### config.mk
export PLATFORM = sky130hd
export DESIGN_NAME = mem_stage_wb_flat
export DESIGN_NICKNAME = d
export VERILOG_FILES = /design/src/rtl/mem_stage_wb_pkg.sv /design/src/rtl/mem_stage_wb_if.sv /design/src/rtl/mem_stage_wb_wbreg.sv /design/src/rtl/mem_stage_wb.sv /design/src/flat_wrapper.sv
export SDC_FILE = /design/constraint.sdc
export NUM_CORES = 1
export LEC_CHECK = 0
export CORE_MARGIN = 5
export CORE_UTILIZATION = 55
export DETAILED_ROUTE_END_ITERATION = 6
export DONT_BUFFER_PORTS = 1
export PLACE_DENSITY = 0.73
export SYNTH_ARGS = -nofsm -noshare
export SYNTH_HDL_FRONTEND = slang
export SYNTH_SLANG_ARGS = --single-unit
### constraint.sdc
create_clock -name clk -period 1.8 [get_ports clk]
set_clock_uncertainty 0.2 [all_clocks]
set_input_delay 0.27 -clock clk [delete_from_list [all_inputs] [get_ports clk]]
set_output_delay 0.27 -clock clk [all_outputs]
set_load 0.05 [all_outputs]
### src/rtl/mem_stage_wb_pkg.sv
// Shared pipeline definitions for the memory stage: FSM states, widths,
// alignment mask and the MEM/WB payload.
package mem_stage_wb_pkg;

    localparam int unsigned WORD_W     = 32;
    localparam int unsigned REG_ADDR_W = 5;

    localparam logic [1:0] ALIGN_MASK = 2'b00;

    typedef enum logic {
        IDLE = 1'b0,
        WAIT = 1'b1
    } mem_state_e;

    typedef struct packed {
        logic                  reg_write;
        logic [REG_ADDR_W-1:0] write_register;
        logic [WORD_W-1:0]     write_data;
    } wb_t;

endpackage

### src/rtl/mem_stage_wb_if.sv
// Data-memory bus with a req/ack handshake.
//   master: MemReq, MemWe, MemAddr, MemWData out; MemRData, MemAck in
//   slave : the reverse
interface mem_stage_wb_if;
    import mem_stage_wb_pkg::*;

    logic              MemReq;
    logic              MemWe;
    logic [WORD_W-1:0] MemAddr;
    logic [WORD_W-1:0] MemWData;
    logic [WORD_W-1:0] MemRData;
    logic              MemAck;

    modport master (
        output MemReq, MemWe, MemAddr, MemWData,
        input  MemRData, MemAck
    );

    modport slave (
        input  MemReq, MemWe, MemAddr, MemWData,
        output MemRData, MemAck
    );
endinterface

### src/rtl/mem_stage_wb_wbreg.sv
// MEM/WB pipeline register.
//   clk, rst  : clock, async active-high reset (clears all fields)
//   bubble_i  : load a bubble (reg_write = 0, other fields hold)
//   wb_d_i    : next write-back triple
//   wb_q_o    : registered write-back triple
module mem_wb_reg
    import mem_stage_wb_pkg::*;
(
    input  logic clk,
    input  logic rst,
    input  logic bubble_i,
    input  wb_t  wb_d_i,
    output wb_t  wb_q_o
);

    wb_t wb_q;

    always_ff @(posedge clk or posedge rst) begin
        if (rst) begin
            wb_q <= '0;
        end else if (bubble_i) begin
            wb_q.reg_write <= 1'b0;
        end else begin
            wb_q <= wb_d_i;
        end
    end

    assign wb_q_o = wb_q;

endmodule

### src/rtl/mem_stage_wb.sv
// Memory stage plus MEM/WB register for the 5-stage MIPS core.
//   clk, rst        : clock, async active-high reset
//   EX/MEM inputs   : ALUResult, ReadDataRF1, WriteRegister, RegWrite,
//                     MemRead, MemWrite, MemToReg
//   bus             : data-memory req/ack bus (master side)
//   Stall           : freeze the front of the pipeline this cycle
//   MemErr          : sticky misaligned/timeout flag
//   WB*             : registered write-back triple
module mem_stage_wb
    import mem_stage_wb_pkg::*;
#(
    parameter int unsigned TIMEOUT = 255,
    parameter int unsigned CNT_W   = 8
) (
    input  logic                  clk,
    input  logic                  rst,
    input  logic [WORD_W-1:0]     ALUResult,
    input  logic [WORD_W-1:0]     ReadDataRF1,
    input  logic [REG_ADDR_W-1:0] WriteRegister,
    input  logic                  RegWrite,
    input  logic                  MemRead,
    input  logic                  MemWrite,
    input  logic                  MemToReg,
    mem_stage_wb_if.master        bus,
    output logic                  Stall,
    output logic                  MemErr,
    output logic                  WBRegWrite,
    output logic [REG_ADDR_W-1:0] WBWriteRegister,
    output logic [WORD_W-1:0]     WBWriteData
);

    mem_state_e       state_q, state_d;
    logic [CNT_W-1:0] cnt_q, cnt_d;
    logic             err_q, err_d;

    logic access, misaligned;
    logic req, stall, complete, timed_out;
    wb_t  wb_d, wb_q;

    assign access     = MemRead | MemWrite;
    assign misaligned = access & (ALUResult[1:0] != ALIGN_MASK);

    // State, wait counter and sticky error
    always_ff @(posedge clk or posedge rst) begin
        if (rst) begin
            state_q <= IDLE;
            cnt_q   <= '0;
            err_q   <= 1'b0;
        end else begin
            state_q <= state_d;
            cnt_q   <= cnt_d;
            err_q   <= err_d;
        end
    end

    // Next state, handshake and completion control
    always_comb begin
        state_d   = state_q;
        cnt_d     = cnt_q;
        err_d     = err_q;
        req       = 1'b0;
        stall     = 1'b0;
        complete  = 1'b0;
        timed_out = 1'b0;
        case (state_q)
            IDLE: begin
                if (misaligned) begin
                    err_d = 1'b1;
                end else if (access) begin
                    req = 1'b1;
                    if (bus.MemAck) begin
                        complete = 1'b1;
                    end else begin
                        stall   = 1'b1;
                        state_d = WAIT;
                        cnt_d   = CNT_W'(1);
                    end
                end
            end
            WAIT: begin
                req = 1'b1;
                // An ack on the timeout cycle wins over the timeout
                if (bus.MemAck) begin
                    complete = 1'b1;
                    state_d  = IDLE;
                    cnt_d    = '0;
                end else if (cnt_q == CNT_W'(TIMEOUT)) begin
                    complete  = 1'b1;
                    timed_out = 1'b1;
                    err_d     = 1'b1;
                    state_d   = IDLE;
                    cnt_d     = '0;
                end else begin
                    stall = 1'b1;
                    cnt_d = cnt_q + CNT_W'(1);
                end
            end
            default: begin
                state_d = IDLE;
                cnt_d   = '0;
            end
        endcase
    end

    // Write-back payload: memory data only on a completing access
    always_comb begin
        wb_d.reg_write      = RegWrite & ~misaligned;
        wb_d.write_register = WriteRegister;
        if (complete && MemToReg) begin
            wb_d.write_data = timed_out ? '0 : bus.MemRData;
        end else begin
            wb_d.write_data = ALUResult;
        end
    end

    mem_wb_reg u_mem_wb_reg (
        .clk      (clk),
        .rst      (rst),
        .bubble_i (stall),
        .wb_d_i   (wb_d),
        .wb_q_o   (wb_q)
    );

    // Request and stall drop the moment reset asserts, even mid-WAIT
    assign bus.MemReq   = req & ~rst;
    assign bus.MemWe    = MemWrite;
    assign bus.MemAddr  = ALUResult;
    assign bus.MemWData = ReadDataRF1;
    assign Stall        = stall & ~rst;

    assign MemErr          = err_q;
    assign WBRegWrite      = wb_q.reg_write;
    assign WBWriteRegister = wb_q.write_register;
    assign WBWriteData     = wb_q.write_data;

endmodule

### src/flat_wrapper.sv
// flat-port wrapper written by rule: the top's interface ports become plain ports
module mem_stage_wb_flat import mem_stage_wb_pkg::*;
#(
    parameter int unsigned TIMEOUT = 255,
    parameter int unsigned CNT_W   = 8
)
  (clk, rst, ALUResult, ReadDataRF1, WriteRegister, RegWrite, MemRead, MemWrite, MemToReg, Stall, MemErr, WBRegWrite, WBWriteRegister, WBWriteData, bus_MemReq, bus_MemWe, bus_MemAddr, bus_MemWData, bus_MemRData, bus_MemAck);
  mem_stage_wb_if bus_i ();
  input  logic clk;
  input  logic rst;
  input  logic [WORD_W-1:0] ALUResult;
  input  logic [WORD_W-1:0] ReadDataRF1;
  input  logic [REG_ADDR_W-1:0] WriteRegister;
  input  logic RegWrite;
  input  logic MemRead;
  input  logic MemWrite;
  input  logic MemToReg;
  output logic Stall;
  output logic MemErr;
  output logic WBRegWrite;
  output logic [REG_ADDR_W-1:0] WBWriteRegister;
  output logic [WORD_W-1:0] WBWriteData;
  output wire logic [$bits(bus_i.MemReq)-1:0] bus_MemReq;
  output wire logic [$bits(bus_i.MemWe)-1:0] bus_MemWe;
  output wire logic [$bits(bus_i.MemAddr)-1:0] bus_MemAddr;
  output wire logic [$bits(bus_i.MemWData)-1:0] bus_MemWData;
  input wire logic [$bits(bus_i.MemRData)-1:0] bus_MemRData;
  input wire logic [$bits(bus_i.MemAck)-1:0] bus_MemAck;
  assign bus_MemReq = bus_i.MemReq;
  assign bus_MemWe = bus_i.MemWe;
  assign bus_MemAddr = bus_i.MemAddr;
  assign bus_MemWData = bus_i.MemWData;
  assign bus_i.MemRData = bus_MemRData;
  assign bus_i.MemAck = bus_MemAck;
  mem_stage_wb #(.TIMEOUT(TIMEOUT), .CNT_W(CNT_W)) u_core (.clk(clk), .rst(rst), .ALUResult(ALUResult), .ReadDataRF1(ReadDataRF1), .WriteRegister(WriteRegister), .RegWrite(RegWrite), .MemRead(MemRead), .MemWrite(MemWrite), .MemToReg(MemToReg), .bus(bus_i), .Stall(Stall), .MemErr(MemErr), .WBRegWrite(WBRegWrite), .WBWriteRegister(WBWriteRegister), .WBWriteData(WBWriteData));
endmodule
Yosys cells after proc, flatten, opt, wreduce, memory -nomap -nowiden
Index checks and enable logic that the tools add are counted.
Cells by class
  add/subtract/negate cells: 1
  $mul: 0
  div/mod/pow operators: 0
  magnitude comparators: 0
  eq/ne operators: 7
  shift operators: 0
  mux-type cells: 30
  bitwise operators: 8
  reductions and logical operators: 4
Operators by type and width (count)
  32-bit 2-to-1 mux: 2
  8-bit 2-to-1 mux: 5
  1-bit 2-to-1 mux: 18
  8-bit case mux with 2 select lines: 1
  8-bit by 1-bit adder with 8-bit output, second input constant: 1
  8-bit == test, second input constant: 1
  2-bit inequality test, second input constant: 4
  1-bit case mux with 2 select lines: 4
  3-bit AND reduction: 2
  1-bit AND: 4
  2-bit by 1-bit inequality test with 1-bit output, second input constant: 2
  1-bit inverter: 3
  2-bit nonzero test: 1
  1-bit logical AND: 1
  1-bit OR: 1
Word-level totals
  register bits after elaboration: 48
  bits in latches: 0
  memory bits (writable): 0
  ROM bits: 0
  output and inout port bits: 106
  logic and storage cells: 56
  memories kept: 0

Longest topological paths before layout
Gate-level depths: netlist of the first run.
  depth in word-level cells: 6
  mapped depth: 8

Modules after synthesis
A second synthesis of the first run with hierarchy kept.
Second synthesis, totals
  cell total of the unflattened synthesis: 249
  area, all modules: 2870.3 um^2
Modules (own cells, without submodules)
  mem_wb_reg: times used 1, cells each 81, area an instance 1487.7 um^2, seq. area each 950.9 um^2
  mem_stage_wb: times used 1, cells each 168, area an instance 1382.6 um^2, seq. area each 250.2 um^2

Worst setup path after synthesis of the first run
No wires, ideal clock.
  kind: register to output
  start point: reg u_core.cnt_q[0]
  end point: out Stall
  arrival: 1.979 ns
  setup slack: -0.649 ns
  cell stages (with the launch flop): 8
  path through: dfrtp_1 ha_1 and3_1 buf_2 nand3_2 nand3_2 buf_2 nor2_1
Between the ends
  cells in the longest elaborated chain, start to end: 5
RTL lines
  start, declared: line mem_stage_wb.sv:33  | logic [CNT_W-1:0] cnt_q, cnt_d;
  start signal, assigned: line mem_stage_wb.sv:51  | cnt_q <= cnt_d;
  8-bit == test: line mem_stage_wb.sv:87  | end else if (cnt_q == CNT_W'(TIMEOUT)) begin
  1-bit 2-to-1 mux: line mem_stage_wb.sv:87
  1-bit 2-to-1 mux: line mem_stage_wb.sv:83  | if (bus.MemAck) begin
  1-bit case mux with 2 select lines: line mem_stage_wb.sv:65  | case (state_q)
  1-bit AND: line mem_stage_wb.sv:129  | assign Stall = stall & ~rst;
  end, declared: line flat_wrapper.sv:18  | output logic Stall;
No other way between the ends.

Worst setup path after layout of the first run
Same ends and word-level chain as after synthesis.

==> load_flow_metrics.sql, run 1 <==
INSERT INTO impl_metrics (metric_group, metric, value, unit) VALUES
('placed_design', 'detailed_place_hpwl', '6640', 'µm'),
('clocking', 'root_buffer_master', 'clkbuf_8', ''),
('detailed_routing', 'total_detailed_routing_wirelength', '10500', 'µm'),
('power_and_ir_drop', 'seq_power_share', '42.5', '%'),
('floorplanning', 'io_pins', '214', ''),
('hold_path', 'hold_end', 'u_core.u_mem_wb_reg.wb_q_o[0]$_DFFE_PP0P_', ''),
('logic_synthesis', 'synth.distinct_cells', '36', ''),
('power_and_ir_drop', 'power-per-cell-area', '731', 'nW/µm²'),
('power_and_ir_drop', 'combPwrFrac', '30.3', '%'),
('timing', 'final-setup-viol-count', '36', ''),
('placed_design', 'port-buffer-count', '0', ''),
('placed_design', 'gp_routability_congestion', '0.824', ''),
('floorplanning', 'die_width', '93.5', 'µm'),
('hold_path', 'cells_on_worst_hold_path', '2', ''),
('logic_synthesis', 'synth-warning-count', '0', ''),
('clocking', 'worst_skew_pair.late_latency', '0.30', 'ns'),
('timing', 'worst-slew-pin-transition', '0.556', 'ns'),
('detailed_routing', 'drt-pass1-iter-count', '4', ''),
('logic_synthesis', 'post_synth.cell_area_avg', '10.3', 'µm²'),
('clocking', 'clock_tree.buffer_depth', '2', ''),
('clocking', 'clock_tree_from_tritoncts', 'done', ''),
('timing', 'hold_viol_final', '18', ''),
('placed_design', 'pre_cts_slack', '-0.0271', 'ns'),
('finish', 'number_of_nets_in_the_layout', '474', ''),
('clocking', 'cts.sink_count', '48', ''),
('logic_synthesis', 'post_synthesis_sequential_area_ratio', '31.3', '%'),
('timing', 'minimum_setup_slack_in_the_final_design', '-0.168', 'ns'),
('worst_setup_path', 'critical_path_class', 'register to primary output', ''),
('global_routing', 'groute.usage.overall', '23.2', '%'),
('global_routing', 'initial_antenna_violation_count', '0', ''),
('worst_setup_path', 'startpoint_type', 'register', ''),
('floorplanning', 'initial_core_util', '56.4', '%'),
('detailed_routing', 'wire_per_inst', '22.7', 'µm'),
('worst_setup_path', 'startpoint_of_the_worst_slack_reg_to_reg_timing_path', 'u_core.cnt_q[0]$_DFFE_PP0P_', ''),
('worst_setup_path', 'worst_ep_arrival_time', '1.50', 'ns'),
('timing', 'finalCritPeriodShare', '109', '%'),
('power_and_ir_drop', 'clock_power_share', '27.1', '%'),
('global_routing', 'grt_pass1_wl', '16100', 'µm'),
('global_routing', 'largest_net_degree_at_the_start_of_global_routing', '69', ''),
('clocking', 'htree_num_levels', '2', ''),
('power_and_ir_drop', 'power.switching', '1.20', 'mW'),
('clocking', 'clk_pin_slew_worst_paths', '0.09', 'ns'),
('worst_setup_path', 'reg2reg_setup_slack', '-0.15', 'ns'),
('worst_setup_path', 'worstSetupEndpointType', 'primary output', ''),
('finish', 'growth_of_design_area_from_synthesis_to_finish', '20.1', '%'),
('power_and_ir_drop', 'intPower', '2.16', 'mW'),
('timing', 'hold-worst-slack', '-0.0388', 'ns'),
('detailed_routing', 'detailedRoute.firstIterationViolations', '155', ''),
('detailed_routing', 'viasPerCell', '6.52', ''),
('logic_synthesis', 'synth.ff_latch_count', '48', ''),
('global_routing', 'grt_overflow_total', '0', ''),
('detailed_routing', 'drt_drc_violations_left', '0', ''),
('status', 'failed_checks', 'negative hold slack, negative setup slack', ''),
('logic_synthesis', 'postSynthCellCount', '372', ''),
('hold_path', 'holdCritPathClass', 'primary input to register', ''),
('worst_setup_path', 'reg2reg_depth', '8', ''),
('detailed_routing', 'drtAntennaViolNets', '0', ''),
('clocking', 'cts_inserted_buffers', '5', ''),
('floorplanning', 'die_area', '8740', 'µm²'),
('timing', 'max_fclk', '508', 'MHz'),
('logic_synthesis', 'synthesis.area', '3830', 'µm²'),
('floorplanning', 'vertical_die_dimension', '93.5', 'µm'),
('hold_path', 'worst_hold_startpoint', 'bus_MemAck', ''),
('logic_synthesis', 'mappedNetlistNets', '481', ''),
('finish', 'num-fill-cells', '507', ''),
('worst_setup_path', 'cp_data_required_time', '1.33', 'ns'),
('timing', 'grt_setup_unrepaired', 'yes', ''),
('status', 'outcome', 'finished, violations left', ''),
('power_and_ir_drop', 'power.ir.vdd_worst', '0.000573', 'V'),
('flow_run', 'max_cap_violations', '0', ''),
('global_routing', 'grt_pass1_vias', '3073', '');
==> area by class of cell <==
class	instances	area, µm²	area share, %
tap	96	120	2.61
timing repair buffer	91	943	20.5
clock buffer	5	68.8	1.49
multi-input combinational	214	2190	47.6
sequential	48	1200	26.1
inverter	5	18.8	0.408
clock inverter	2	60.1	1.30
==> critical path: stages, from the launching register on <==
cell and delay, ns:
dfrtp_1 0.40, ha_2 0.19, and3_4 0.19, nand3_4 0.07
nand3_4 0.08, nor2_4 0.11, buf_12 0.14
==> cell usage after synthesis (all sizes together) <==
cell	instances	area, µm²
buf	89	686
dfrtp	48	1200
nand4	32	200
nor4	32	388
nand2b	31	194
a41oi	30	473
o211ai	30	225
clkbuf	16	60.1
o21ai	12	60.1
nand2	6	22.5
nor2	6	25.0
a21oi	5	36.3
and3	5	36.3
inv	5	18.8
mux2	5	56.3
a31oi	4	25.0
nand3	4	30.0
a22o	2	17.5
or3	2	12.5
a211oi	1	7.51
a21o	1	8.76
a311o	1	10.0
and4	1	8.76
ha	1	12.5
nor2b	1	6.26
o31ai	1	7.51
or2	1	6.26
==> flip-flops by register name, summed over array words and instances, names as in the netlist <==
| name | flops |
|---|---|
| u_core.cnt_q | 8 |
| u_core.state_q | 1 |
| u_core.MemErr | 1 |
| u_core.u_mem_wb_reg.wb_q_o | 38 |
==> how the worst max path moves through the flow <==
stage / cells after the start / end / slack (ns) / startpoint
2_1_floorplan: 7 / Stall / -0.13 / u_core.cnt_q[0]$_DFFE_PP0P_
3_3_place_gp: 6 / Stall / 0.008 / u_core.cnt_q[1]$_DFFE_PP0P_
3_5_place_dp: 6 / u_core.u_mem_wb_reg.wb_q_o[3]$_DFFE_PP0P_ / -0.03 / u_core.cnt_q[0]$_DFFE_PP0P_
4_1_cts: 6 / Stall / -0.19 / u_core.cnt_q[0]$_DFFE_PP0P_
5_1_grt: 6 / Stall / -0.24 / u_core.cnt_q[0]$_DFFE_PP0P_
6_report: 6 / Stall / -0.17 / u_core.cnt_q[0]$_DFFE_PP0P_
==> metal layers <==
layer | up-vias | track usage (%) | part of all wire [%]
met3 | 23 | 6.03 | 7.3
li1 | 1346 | - | -
met1 | 1495 | 29.0 | 40
met5 | - | 0 | 0
met2 | 144 | 39.7 | 51
met4 | 0 | 5.74 | 1.3
==> cell families (layout without fill, tap and decap cells) <==
group                    after synthesis  in the layout  share of synthesized area, %
AO/OA/AOI/OAI                         87             87                          22.7
adder cells (fa/ha/maj)                1              1                         0.326
buffers and inverters                110            103                          19.9
flip-flops                            48             48                          31.3
multiplexers                           5              5                          1.47
AND/OR/NAND/NOR                      121            121                          24.2
==> through the flow <==
stage,area (µm²),instances
2_1_floorplan,4130,372
3_3_place_gp,3970,416
3_5_place_dp,3970,416
4_1_cts,4450,449
5_1_grt,4600,461
6_report,4600,461
==> placed cells by master, fill, tap and decap left out, types with 3 or more instances in the layout <==
cell type,n
and3_1,3
a21oi_1,3
nand2_1,6
mux2_2,5
nand2b_1,31
dfrtp_1,47
a41oi_2,28
o21ai_0,12
dlygate4sd3_1,22
a31oi_1,4
inv_1,4
nor4_4,31
o211ai_1,30
buf_4,50
buf_12,11
clkbuf_8,5
nor2_1,3
buf_6,6
nand4_1,32
==> timing repair <==
action | CTS | global route
buffers inserted | 6 | 9
pin swaps | 5 | 6
hold buffers | 17 | 5
resized for setup | 6 | 19
gates cloned | 3 | 0
setup endpoints to repair | 20 | 43
hold endpoints to repair | 55 | 28
==> power by group through the flow <==
stage	clock network [mW]	logic, mW	registers (mW)
5_1_grt	0.983	1.07	1.45
3_5_place_dp	0	0.930	1.45
6_report	0.914	1.02	1.43
2_1_floorplan	0	0.885	1.67
4_1_cts	0.933	0.995	1.43
3_3_place_gp	0	0.913	1.45
(Power assumes the default switching activity.)
==> inputs of run 2 (changes only) <==
--- a/config.mk
+++ b/config.mk
@@ -9,7 +9,7 @@
 export CORE_UTILIZATION = 55
 export DETAILED_ROUTE_END_ITERATION = 6
 export DONT_BUFFER_PORTS = 1
-export PLACE_DENSITY = 0.73
+export PLACE_DENSITY = 0.76
 export SYNTH_ARGS = -nofsm -noshare
 export SYNTH_HDL_FRONTEND = slang
 export SYNTH_SLANG_ARGS = --single-unit
==> run 2 against run 1 <==
  * The run still ends with negative hold slack, negative setup slack left
  * Register-to-register slack got worse by 0.02 ns
  * Final area increased by 6.7%
  * Non-clock buffer count increased by 34
  * Count of clock-buffer cells in the layout increased by 2
  * Power decreased by 3.2%
  * Die area unchanged
  * Fmax decreased by 2.0%
  * Critical path depth unchanged
  * Clock power decreased by 23%
  * Critical endpoint unchanged
  * Largest cell class unchanged
  * Highest routed layer unchanged
==> load_flow_metrics.sql, run 2 (same netlist as run 1, synthesis figures left out) <==
INSERT INTO impl_metrics (metric_group, metric, value, unit) VALUES
('detailed_routing', 'drt_drc_violations_left', '0', ''),
('power_and_ir_drop', 'cellLeakagePower', '1.61', 'nW'),
('hold_path', 'hold_end', 'u_core.u_mem_wb_reg.wb_q_o[29]$_DFFE_PP0P_', ''),
('status', 'outcome', 'finished, violations left', ''),
('placed_design', 'detailed_place_hpwl', '6540', 'µm'),
('global_routing', 'grt_pass1_vias', '3407', ''),
('floorplanning', 'vertical_die_dimension', '93.5', 'µm'),
('global_routing', 'grt_overflow_total', '0', ''),
('finish', 'mostFrequentLayoutCells', 'dlygate4sd3_1 (57), buf_4 (53), dfrtp_1 (47)', ''),
('clocking', 'clock_tree_from_tritoncts', 'done', ''),
('detailed_routing', 'wire_per_inst', '23.2', 'µm'),
('timing', 'max_fclk', '498', 'MHz'),
('global_routing', 'grt_pass1_wl', '18100', 'µm'),
('power_and_ir_drop', 'power-per-cell-area', '663', 'nW/µm²'),
('worst_setup_path', 'startpoint_of_the_worst_slack_reg_to_reg_timing_path', 'u_core.cnt_q[0]$_DFFE_PP0P_', ''),
('worst_setup_path', 'crit_path_top_delay_cell', 'dfrtp_1', ''),
('timing', 'layout_min_cycle_time', '2.01', 'ns'),
('finish', 'num-fill-cells', '433', ''),
('finish', 'ff_latch_area', '1200', 'µm²'),
('timing', 'final-setup-viol-count', '39', ''),
('timing', 'slew-limit-headroom', '43.8', '%'),
('worst_setup_path', 'worst_ep_arrival_time', '1.54', 'ns'),
('worst_setup_path', 'startpoint_type', 'register', ''),
('timing', 'hold_viol_final', '5', ''),
('worst_setup_path', 'reg2reg_depth', '8', ''),
('floorplanning', 'die_area', '8740', 'µm²'),
('flow_run', 'max_cap_violations', '0', ''),
('worst_setup_path', 'reg2reg_to', 'u_core.u_mem_wb_reg.wb_q_o[12]$_DFFE_PP0P_', ''),
('finish', 'layout_commonest_cell', 'dlygate4sd3_1', ''),
('placed_design', 'port-buffer-count', '0', ''),
('hold_path', 'worst_hold_startpoint', 'bus_MemAck', ''),
('placed_design', 'gp_routability_congestion', '0.820', ''),
('floorplanning', 'die_width', '93.5', 'µm'),
('clocking', 'cts.sink_count', '48', ''),
('finish', 'number_of_nets_in_the_layout', '508', ''),
('timing', 'finalCritPeriodShare', '112', '%'),
('worst_setup_path', 'ordered_list_of_cells_on_the_worst_path', 'ha_2, and3_4, nand3_4, nand3_4, nor2_4, buf_12', ''),
('clocking', 'clock_tree.buffer_depth', '2', ''),
('power_and_ir_drop', 'power.ir.vdd_worst', '0.000412', 'V'),
('finish', 'post_route_cells_drive_above_1_share', '39.1', '%'),
('floorplanning', 'initial_core_util', '56.4', '%'),
('placed_design', 'place_area', '3980', 'µm²'),
('timing', 'minimum_setup_slack_in_the_final_design', '-0.209', 'ns'),
('global_routing', 'groute.usage.overall', '25.9', '%'),
('detailed_routing', 'detailedRoute.firstIterationViolations', '181', ''),
('finish', 'growth_of_design_area_from_synthesis_to_finish', '28.1', '%'),
('timing', 'report.final.slew_viol_count', '0', ''),
('clocking', 'cts_hold_buffers', '57', ''),
('status', 'failed_checks', 'negative hold slack, negative setup slack', ''),
('hold_path', 'cells_on_worst_hold_path', '2', ''),
('detailed_routing', 'viasPerCell', '6.44', ''),
('timing', 'hold-worst-slack', '-0.0205', 'ns'),
('floorplanning', 'io_pins', '214', ''),
('timing', 'worst-slew-pin-transition', '0.840', 'ns'),
('clocking', 'clk_pin_slew_worst_paths', '0.09', 'ns'),
('floorplanning', 'area_of_the_core_region', '6790', 'µm²'),
('global_routing', 'largest_net_degree_at_the_start_of_global_routing', '69', ''),
('detailed_routing', 'total_detailed_routing_wirelength', '11500', 'µm'),
('finish', 'fin_area', '4910', 'µm²'),
('clocking', 'cts_inserted_buffers', '5', ''),
('worst_setup_path', 'reg2reg_setup_slack', '-0.17', 'ns'),
('worst_setup_path', 'critical_path_class', 'register to primary output', ''),
('worst_setup_path', 'timing.critical_path.slowest_cell_delay', '0.41', 'ns'),
('timing', 'grt_setup_unrepaired', 'yes', ''),
('floorplanning', 'placementRows', '30', ''),
('clocking', 'htree_num_levels', '2', ''),
('finish', 'largest_register_ffs', '38', ''),
('finish', 'multi_input_area', '2220', 'µm²'),
('timing', 'final.setup.tns', '-4.10', 'ns'),
('hold_path', 'holdCritPathClass', 'primary input to register', ''),
('clocking', 'root_buffer_master', 'clkbuf_8', ''),
('finish', 'num_antenna_cells', '0', ''),
('worst_setup_path', 'cp_data_required_time', '1.33', 'ns'),
('detailed_routing', 'drt-pass1-iter-count', '5', ''),
('worst_setup_path', 'path_common_cell', 'nand3_4', ''),
('worst_setup_path', 'cp_max_fo', '2', ''),
('detailed_routing', 'drtAntennaViolNets', '0', ''),
('clocking', 'worst_skew_pair.late_latency', '0.30', 'ns'),
('global_routing', 'initial_antenna_violation_count', '0', ''),
('detailed_routing', 'routed-via-count', '3189', ''),
('worst_setup_path', 'worstSetupEndpointType', 'primary output', '');
## run 2: cell types whose count changed in the layout (fill, tap and decap cells not counted), moves of 2 or more
cell	change
o21ai_1	+4
buf_4	+3
buf_12	-2
clkbuf_8	+2
o21ai_0	-4
bufinv_16	-2
buf_6	-3
dlygate4sd3_1	+35
## run 2: critical path: cells and delay by family (launching register included)
family / cells / cell delay [ns]
buffers and inverters: 1 / 0.14
and+or+nand+nor: 4 / 0.49
adders and majority gates: 1 / 0.21
DFF: 1 / 0.41
## run 2: worst max path at each step
stage	startpoint	endpoint	depth (start not counted)
final	u_core.cnt_q[0]$_DFFE_PP0P_	Stall	6
after CTS	u_core.cnt_q[0]$_DFFE_PP0P_	Stall	6
after floorplan	u_core.cnt_q[0]$_DFFE_PP0P_	Stall	7
after global placement	u_core.cnt_q[1]$_DFFE_PP0P_	Stall	6
after detailed placement	u_core.cnt_q[0]$_DFFE_PP0P_	Stall	6
after global routing	u_core.cnt_q[0]$_DFFE_PP0P_	Stall	6
## run 2: report_power, final
part,switching (mW),internal (mW)
Clock,0.362,0.343
Combinational,0.629,0.489
Sequential,0.248,1.19
## run 2: stage by stage
step / power (mW) / cells / util (%) / setup WS [ns]
6_report: 3.26 / 495 / 72.3 / -0.209
5_1_grt: 3.40 / 495 / 72.3 / -0.268
4_1_cts: 3.25 / 491 / 71.2 / -0.200
3_5_place_dp: 2.39 / 419 / 58.6 / -0.0688
3_3_place_gp: 2.37 / 419 / 58.6 / -0.0287
2_1_floorplan: 2.55 / 372 / - / -0.135
## run 2: routing by layer
metal / up-vias / global-route usage [%] / share of wire [%]
li1: 1405 / - / -
met1: 1612 / 33.1 / 40
met2: 162 / 44.4 / 51
met3: 10 / 5.87 / 7.5
met4: 0 / 6.11 / 0.83
met5: - / 0 / 0
## run 2: cell type report
class	instances	area share (%)
clock buffer	7	1.96
inverter	5	0.382
timing repair buffer	125	25.6
sequential	48	24.5
tap	96	2.44
multi-input combinational	214	45.1
## run 2: repair_timing
| item | in CTS | in global routing |
|---|---|---|
| resized for setup | 13 | 13 |
| cloned | 3 | 0 |
| setup buffers | 5 | 6 |
| endpoints found under the hold margin | 56 | 26 |
| endpoints found under the setup margin | 30 | 44 |
| pin swaps | 5 | 8 |
